File: config.mk
export PLATFORM = sky130hd
export DESIGN_NAME = wb_dual_master_arbiter
export DESIGN_NICKNAME = d
export VERILOG_FILES = /design/src/rtl/wb_soc_pkg.sv /design/src/rtl/wb_arb_watchdog.sv /design/src/rtl/wb_dual_master_arbiter.sv
export SDC_FILE = /design/constraint.sdc
export NUM_CORES = 1
export LEC_CHECK = 0
export ABC_CLOCK_PERIOD_IN_PS = 1400
export CAP_MARGIN = 20
export CORE_AREA = 2 2 131 133
export DETAILED_ROUTE_END_ITERATION = 8
export DIE_AREA = 0 0 133 135
export MAX_ROUTING_LAYER = met4
export PLACE_DENSITY = 0.57
export SLEW_MARGIN = 20
export SYNTH_ARGS = -nofsm -noshare
export SYNTH_HDL_FRONTEND = slang
export SYNTH_SLANG_ARGS = --single-unit
File: constraint.sdc
create_clock -name wb_clk_i -period 1.4 [get_ports wb_clk_i]
set_input_delay 0.35 -clock wb_clk_i [delete_from_list [all_inputs] [get_ports wb_clk_i]]
set_output_delay 0.35 -clock wb_clk_i [all_outputs]
set_load 0.02 [all_outputs]
File: src/rtl/wb_soc_pkg.sv
// Shared definitions for the Wishbone SoC fabric around the vscale core.
//
// Contents:
//   gnt_state_t     grant FSM states (IDLE/GNT0/GNT1). The encoding equals the
//                   one-hot grant vector {m1,m0}, so the state drives gnt_o
//                   directly.
//   CTI_* / BTE_*   Wishbone registered-feedback cycle and burst type codes.
//   TIMEOUT_DEFAULT default bus watchdog limit in clock cycles.
package wb_soc_pkg;

  typedef enum logic [1:0] {
    ST_IDLE = 2'b00,
    ST_GNT0 = 2'b01,
    ST_GNT1 = 2'b10
  } gnt_state_t;

  localparam logic [2:0] CTI_CLASSIC = 3'b000;
  localparam logic [2:0] CTI_CONST   = 3'b001;
  localparam logic [2:0] CTI_INCR    = 3'b010;
  localparam logic [2:0] CTI_EOB     = 3'b111;

  localparam logic [1:0] BTE_LINEAR  = 2'b00;
  localparam logic [1:0] BTE_WRAP4   = 2'b01;
  localparam logic [1:0] BTE_WRAP8   = 2'b10;
  localparam logic [1:0] BTE_WRAP16  = 2'b11;

  localparam int TIMEOUT_DEFAULT = 255;

endpackage

File: src/rtl/wb_arb_watchdog.sv
// Bus watchdog for the dual-master arbiter.
//
// Counts cycles in which the granted request is strobed but the slave has not
// answered. When the count reaches TIMEOUT a single-cycle err pulse is raised
// and the count restarts.
//
// Ports:
//   clk      in  clock
//   rst      in  synchronous active-high reset
//   busy     in  s_cyc_o & s_stb_o
//   resp     in  any slave response (ack | err | rty)
//   gnt_chg  in  grant changes on the coming edge
//   fire     out one-cycle timeout error toward the granted master
module wb_arb_watchdog #(
  parameter int TIMEOUT = 255
) (
  input  logic clk,
  input  logic rst,
  input  logic busy,
  input  logic resp,
  input  logic gnt_chg,
  output logic fire
);

  // The count reaches TIMEOUT in the same cycle the TIMEOUT-th stall is seen,
  // so the pulse fires when the registered count is one short of the limit.
  localparam logic [15:0] LIMIT = 16'(TIMEOUT - 1);

  logic [15:0] cnt;
  logic        stalled;

  assign stalled = busy & ~resp;
  assign fire    = stalled & (cnt == LIMIT);

  always_ff @(posedge clk) begin
    if (rst || resp || gnt_chg || fire) begin
      cnt <= '0;
    end else if (stalled) begin
      cnt <= cnt + 16'd1;
    end
  end

endmodule

File: src/rtl/wb_dual_master_arbiter.sv
// Round-robin arbiter joining the vscale instruction (m0) and data (m1)
// Wishbone masters onto one slave port. The grant is registered and held for
// the whole cyc, bursts included; all request/response muxing is combinational
// from the grant.
//
// Optional feature: define WB_DUAL_MASTER_ARBITER_TIMEOUT_EN to add a bus
// watchdog that answers a hung strobed transfer with err after TIMEOUT cycles.
//
// Ports:
//   wb_clk_i, wb_rst_i        clock, synchronous active-high reset
//   m0_* / m1_*               master request inputs and response outputs
//   s_*_o / s_*_i             slave request outputs and response inputs
//   gnt_o                     one-hot grant {m1,m0}, 00 when idle
module wb_dual_master_arbiter
  import wb_soc_pkg::*;
#(
  parameter int AW      = 32,
  parameter int DW      = 32,
  parameter int TIMEOUT = TIMEOUT_DEFAULT
) (
  input  logic            wb_clk_i,
  input  logic            wb_rst_i,
  input  logic [AW-1:0]   m0_adr_i,
  input  logic [DW-1:0]   m0_dat_i,
  input  logic [DW/8-1:0] m0_sel_i,
  input  logic            m0_we_i,
  input  logic            m0_cyc_i,
  input  logic            m0_stb_i,
  input  logic [2:0]      m0_cti_i,
  input  logic [1:0]      m0_bte_i,
  output logic [DW-1:0]   m0_dat_o,
  output logic            m0_ack_o,
  output logic            m0_err_o,
  output logic            m0_rty_o,
  input  logic [AW-1:0]   m1_adr_i,
  input  logic [DW-1:0]   m1_dat_i,
  input  logic [DW/8-1:0] m1_sel_i,
  input  logic            m1_we_i,
  input  logic            m1_cyc_i,
  input  logic            m1_stb_i,
  input  logic [2:0]      m1_cti_i,
  input  logic [1:0]      m1_bte_i,
  output logic [DW-1:0]   m1_dat_o,
  output logic            m1_ack_o,
  output logic            m1_err_o,
  output logic            m1_rty_o,
  output logic [AW-1:0]   s_adr_o,
  output logic [DW-1:0]   s_dat_o,
  output logic [DW/8-1:0] s_sel_o,
  output logic            s_we_o,
  output logic            s_cyc_o,
  output logic            s_stb_o,
  output logic [2:0]      s_cti_o,
  output logic [1:0]      s_bte_o,
  input  logic [DW-1:0]   s_dat_i,
  input  logic            s_ack_i,
  input  logic            s_err_i,
  input  logic            s_rty_i,
  output logic [1:0]      gnt_o
);

  gnt_state_t state;
  gnt_state_t state_next;
  logic       last_m1;   // last granted master was m1
  logic       sel0;
  logic       sel1;
  logic       wd_err;

  // Next-grant decision: a granted master keeps the bus until it drops cyc,
  // then hands over directly to a waiting master without an idle cycle.
  always_comb begin
    state_next = state;
    unique case (state)
      ST_IDLE: begin
        if (m0_cyc_i && m1_cyc_i) state_next = last_m1 ? ST_GNT0 : ST_GNT1;
        else if (m0_cyc_i)        state_next = ST_GNT0;
        else if (m1_cyc_i)        state_next = ST_GNT1;
        else                      state_next = ST_IDLE;
      end
      ST_GNT0: begin
        if (!m0_cyc_i) state_next = m1_cyc_i ? ST_GNT1 : ST_IDLE;
      end
      ST_GNT1: begin
        if (!m1_cyc_i) state_next = m0_cyc_i ? ST_GNT0 : ST_IDLE;
      end
      default: state_next = ST_IDLE;
    endcase
  end

  always_ff @(posedge wb_clk_i) begin
    if (wb_rst_i) begin
      state   <= ST_IDLE;
      last_m1 <= 1'b1;
    end else begin
      state <= state_next;
      if (state_next != state && state_next == ST_GNT0) last_m1 <= 1'b0;
      if (state_next != state && state_next == ST_GNT1) last_m1 <= 1'b1;
    end
  end

  assign gnt_o = state;
  assign sel0  = (state == ST_GNT0);
  assign sel1  = (state == ST_GNT1);

  always_comb begin
    s_adr_o = '0;
    s_dat_o = '0;
    s_sel_o = '0;
    s_we_o  = 1'b0;
    s_cyc_o = 1'b0;
    s_stb_o = 1'b0;
    s_cti_o = '0;
    s_bte_o = '0;
    if (sel0) begin
      s_adr_o = m0_adr_i;
      s_dat_o = m0_dat_i;
      s_sel_o = m0_sel_i;
      s_we_o  = m0_we_i;
      s_cyc_o = m0_cyc_i;
      s_stb_o = m0_stb_i;
      s_cti_o = m0_cti_i;
      s_bte_o = m0_bte_i;
    end else if (sel1) begin
      s_adr_o = m1_adr_i;
      s_dat_o = m1_dat_i;
      s_sel_o = m1_sel_i;
      s_we_o  = m1_we_i;
      s_cyc_o = m1_cyc_i;
      s_stb_o = m1_stb_i;
      s_cti_o = m1_cti_i;
      s_bte_o = m1_bte_i;
    end
  end

`ifdef WB_DUAL_MASTER_ARBITER_TIMEOUT_EN
  wb_arb_watchdog #(
    .TIMEOUT(TIMEOUT)
  ) u_watchdog (
    .clk    (wb_clk_i),
    .rst    (wb_rst_i),
    .busy   (s_cyc_o & s_stb_o),
    .resp   (s_ack_i | s_err_i | s_rty_i),
    .gnt_chg(state_next != state),
    .fire   (wd_err)
  );
`else
  assign wd_err = 1'b0;
`endif

  // Read data is fanned out unconditionally; only the handshakes are steered.
  assign m0_dat_o = s_dat_i;
  assign m1_dat_o = s_dat_i;
  assign m0_ack_o = sel0 & s_ack_i;
  assign m1_ack_o = sel1 & s_ack_i;
  assign m0_err_o = sel0 & (s_err_i | wd_err);
  assign m1_err_o = sel1 & (s_err_i | wd_err);
  assign m0_rty_o = sel0 & s_rty_i;
  assign m1_rty_o = sel1 & s_rty_i;

endmodule

==> summary.md, run 1 <==
| Metric | Value |
|---|---|
| CP startpoint kind | `flop` |
| RePlAce Congestion | `0.7886` |
| Worst slew pin tran | `0.2095 ns` |
| CP Launch Point | `gnt_o[0]` |
| Asr flop ratio synth | `0%` |
| Crit path arrival time | `approximately 1.5 ns` |
| Power Total | `2.429 mW` |
| Worst VDD drop | `0.0002987 V` |
| Top cell type by total area after synthesis | `a22o_1` |
| R2R Setup Slk | `0.44 ns` |
| Worst R2R Path Depth | `4` |
| Synth area leaders | `a22o_1, buf_4, buf_2, dfxtp_1, buf_6` |
| Setup crit end | `s_adr_o[23]` |
| CP endpoint kind | `primary output` |
| Most frequent cell after synthesis | `a22o_1` |
| Commonest cells post-synth | `a22o_1, buf_4, buf_2` |
| Sequential fraction of the synthesis area | `between 4 and 5%` |
| Failing checks | `setup timing` |
| Fin nets | `577` |
| H-tree Lvls | `1` |
| Slowest CP cell | `dfxtp_4` |
| LEAKAGE | `around 2.1 nW` |
| Via count | `2311` |
| Initial antenna violation count | `8` |
| First-pass iteration count of the detailed router | `4` |
| Count of unique library cells instantiated by Yosys | `18` |
| CP max FO | `5` |
| Post-synth EDFFs | `0` |
| P&R area growth vs syn | `232.0%` |
| Post-synth top area share | `45.86%` |
| Status | `finished, violations left` |
| Root buffer cell | `clkbuf_16` |
| Fin crit period | `1.853 ns` |
| Core ar. | `roughly 16000 sq um` |
| Critical Path RT | `1.05 ns` |
| Pre-CTS setup slack | `-0.6207 ns` |
| DRC viols | `0` |
| Flops & latches, synth | `3` |
| Wire per inst | `20.38 um` |
| Layout filler cell count | `1640` |
| Tcrit/Tclk final | `132.4%` |
| Final Slew Violations | `0` |
| Die Y | `135 um` |
| RSZ-0062 raised after global routing | `true` |
| Worst r2r src | `gnt_o[1]` |
| Final Worst Setup Slack | `-0.4532 ns` |
| IO Port Bufs | `240` |
| Yosys warnings | `0` |
| Fin cells | `615` |
| HPWL Detailed | `9693 um` |
| Syn avg cell area | `8.019 sq um` |
| Die X | `about 130 um` |
| Synth Flop Type | `dfxtp_1` |
| Hold WC Path Type | `flop to flop` |
| Post-Syn Instances | `approximately 180` |
| Net Count, Synth | `370` |
| Cell count after placement | `572` |
| Via/cell ratio | `3.758` |
| Fin Clk Skew | `0.002197 ns` |
| DRT Wirelength | `12530 um` |
| Worst Setup Path Type | `flop to primary output` |
| Fraction of layout cells with a size suffix above 1 | `45.22%` |
| Netlist area before placement | `between 1000 and 1500 sq um` |
| Max_slew headroom | `between 80% and 90%` |
| Max incr delay on CP | `about 0.35 ns` |
| Max frequency | `0.5396 GHz` |
| Global-route wire length before repair | `16940 um` |
| Worst hold margin | `around 0.56 ns` |
| Remaining antenna violation count | `0` |
| Grt total ovfl | `0` |
| Number of DRC markers in iteration 0 | `44` |
| Total CTS buffers | `3` |
| Pwr/cell area | `roughly 500 nW/um^2` |
| RR Endpoint | `gnt_o[1]` |
| Critical Path, Cell by Cell | `nor2b_4 > buf_12 > buf_12 > buf_8 > a22o_1 > buf_12` |
| Cell row count | `47` |
| Clock Latency Late Sink | `0.22 ns` |
| Setup violators final | `82` |
| Number of global-route vias before repair | `2507` |
| Initial core utilization | `8.846%` |
| CTS tree | `built` |
| Max clock buf depth | `2` |
| Largest net degree at the start of global routing | `18` |
| IO Pins | `337` |
| Final hold viol count | `0` |
| Die area | `17960 sq um` |
| Total GRT Usage | `13.31%` |
| Clock transition at the registers of the reported paths | `0.03 ns` |
| Most used cell, CP | `buf_12` |
| Clock Sinks | `3` |
| Max Cap Viol | `0` |
==> flip-flops by register name, summed over array words and instances, names as in the netlist <==
name     count
gnt_o        2
last_m1      1
==> worst min-delay path by stage <==
stage / end / cells past startpoint / startpoint / slack, ns
after CTS: last_m1 / 2 / last_m1 / 0.57
after global routing: last_m1 / 2 / last_m1 / 0.62
after global placement: last_m1 / 2 / last_m1 / 0.54
after detailed placement: last_m1 / 2 / last_m1 / 0.56
final: last_m1 / 2 / last_m1 / 0.56
after floorplan: gnt_o[0] / 1 / wb_rst_i / 0.42
==> per-layer routing <==
metal / global-route usage [%] / share of wire (%) / wire (um)
met5: - / 0 / 0
met3: 6.832 / 13 / 1605
met1: 11.84 / 33 / 4097
met4: 4.122 / 3.2 / 395
met2: 24.58 / 51 / 6435
==> report_power, final <==
part | internal (mW) | switching [mW]
logic | 1.16 | 0.722
clock network | 0.375 | 0.0705
registers | 0.0920 | 0.00786
==> what timing repair did <==
action / CTS / global route
gates resized for setup: 406 / 21
hold buffers: 0 / 0
pin swaps: 48 / 5
endpoints found under the setup margin: 84 / 83
gates cloned: 8 / 1
setup buffers: 16 / 9
==> per-stage QoR <==
stage / util [%] / instance area, sq um / setup TNS (ns)
after floorplan: - / 1723 / -4.640
after global placement: 24.04 / 3944 / -37.44
after detailed placement: 24.04 / 3944 / -38.21
after CTS: 28.43 / 4664 / -32.34
after global routing: 29.37 / 4818 / -33.78
final: 29.37 / 4818 / -30.23
==> placed cells by master, fill, tap and decap left out, types with 2 or more instances in the layout <==
cell type and instances:
clkdlybuf4s50_1 156, buf_2 2, buf_12 22, a22o_1 40, buf_4 12, clkbuf_16 4
diode_2 8, and2_4 6, clkdlybuf4s15_1 2, buf_8 3, a22o_4 36, nor2b_4 2
dfxtp_4 2, buf_16 5, buf_6 81
==> layout make-up <==
| type | instances | area, sq um | share of cell area (%) |
|---|---|---|---|
| clock buffer | 4 | 78.83 | 1.636 |
| multi-input combinational | 95 | 1131 | 23.47 |
| antenna | 8 | 20.02 | 0.4155 |
| timing repair buffer | 284 | 3242 | 67.28 |
| inverter | 1 | 3.754 | 0.07790 |
| tap | 220 | 275.3 | 5.713 |
| sequential | 3 | 67.56 | 1.402 |
==> critical path, delay by kind of cell, from the launching register on <==
family | cells | cell delay [ns]
DFF | 1 | 0.35
and+or+nand+nor | 1 | 0.14
AOI/OAI and AO/OA | 1 | 0.25
buffers and inverters | 4 | 0.54
==> cells by family after synthesis <==
logic type | count (synthesis) | synth area share (%)
simple gates | 15 | 6.552
compound gates | 80 | 47.59
buf+inv | 83 | 41.72
flops | 3 | 4.138
Note: power is estimated with default switching activity, not from simulation.
==> run 2, diff against run 1 <==
--- a/config.mk
+++ b/config.mk
@@ -8,6 +8,7 @@
 export ABC_CLOCK_PERIOD_IN_PS = 1400
 export CAP_MARGIN = 20
 export CORE_AREA = 2 2 131 133
+export CTS_CLUSTER_SIZE = 25
 export DETAILED_ROUTE_END_ITERATION = 8
 export DIE_AREA = 0 0 133 135
 export MAX_ROUTING_LAYER = met4
==> results of run 2 <==
Same layout as run 1: the final DEF is identical, and so are final timing and power.
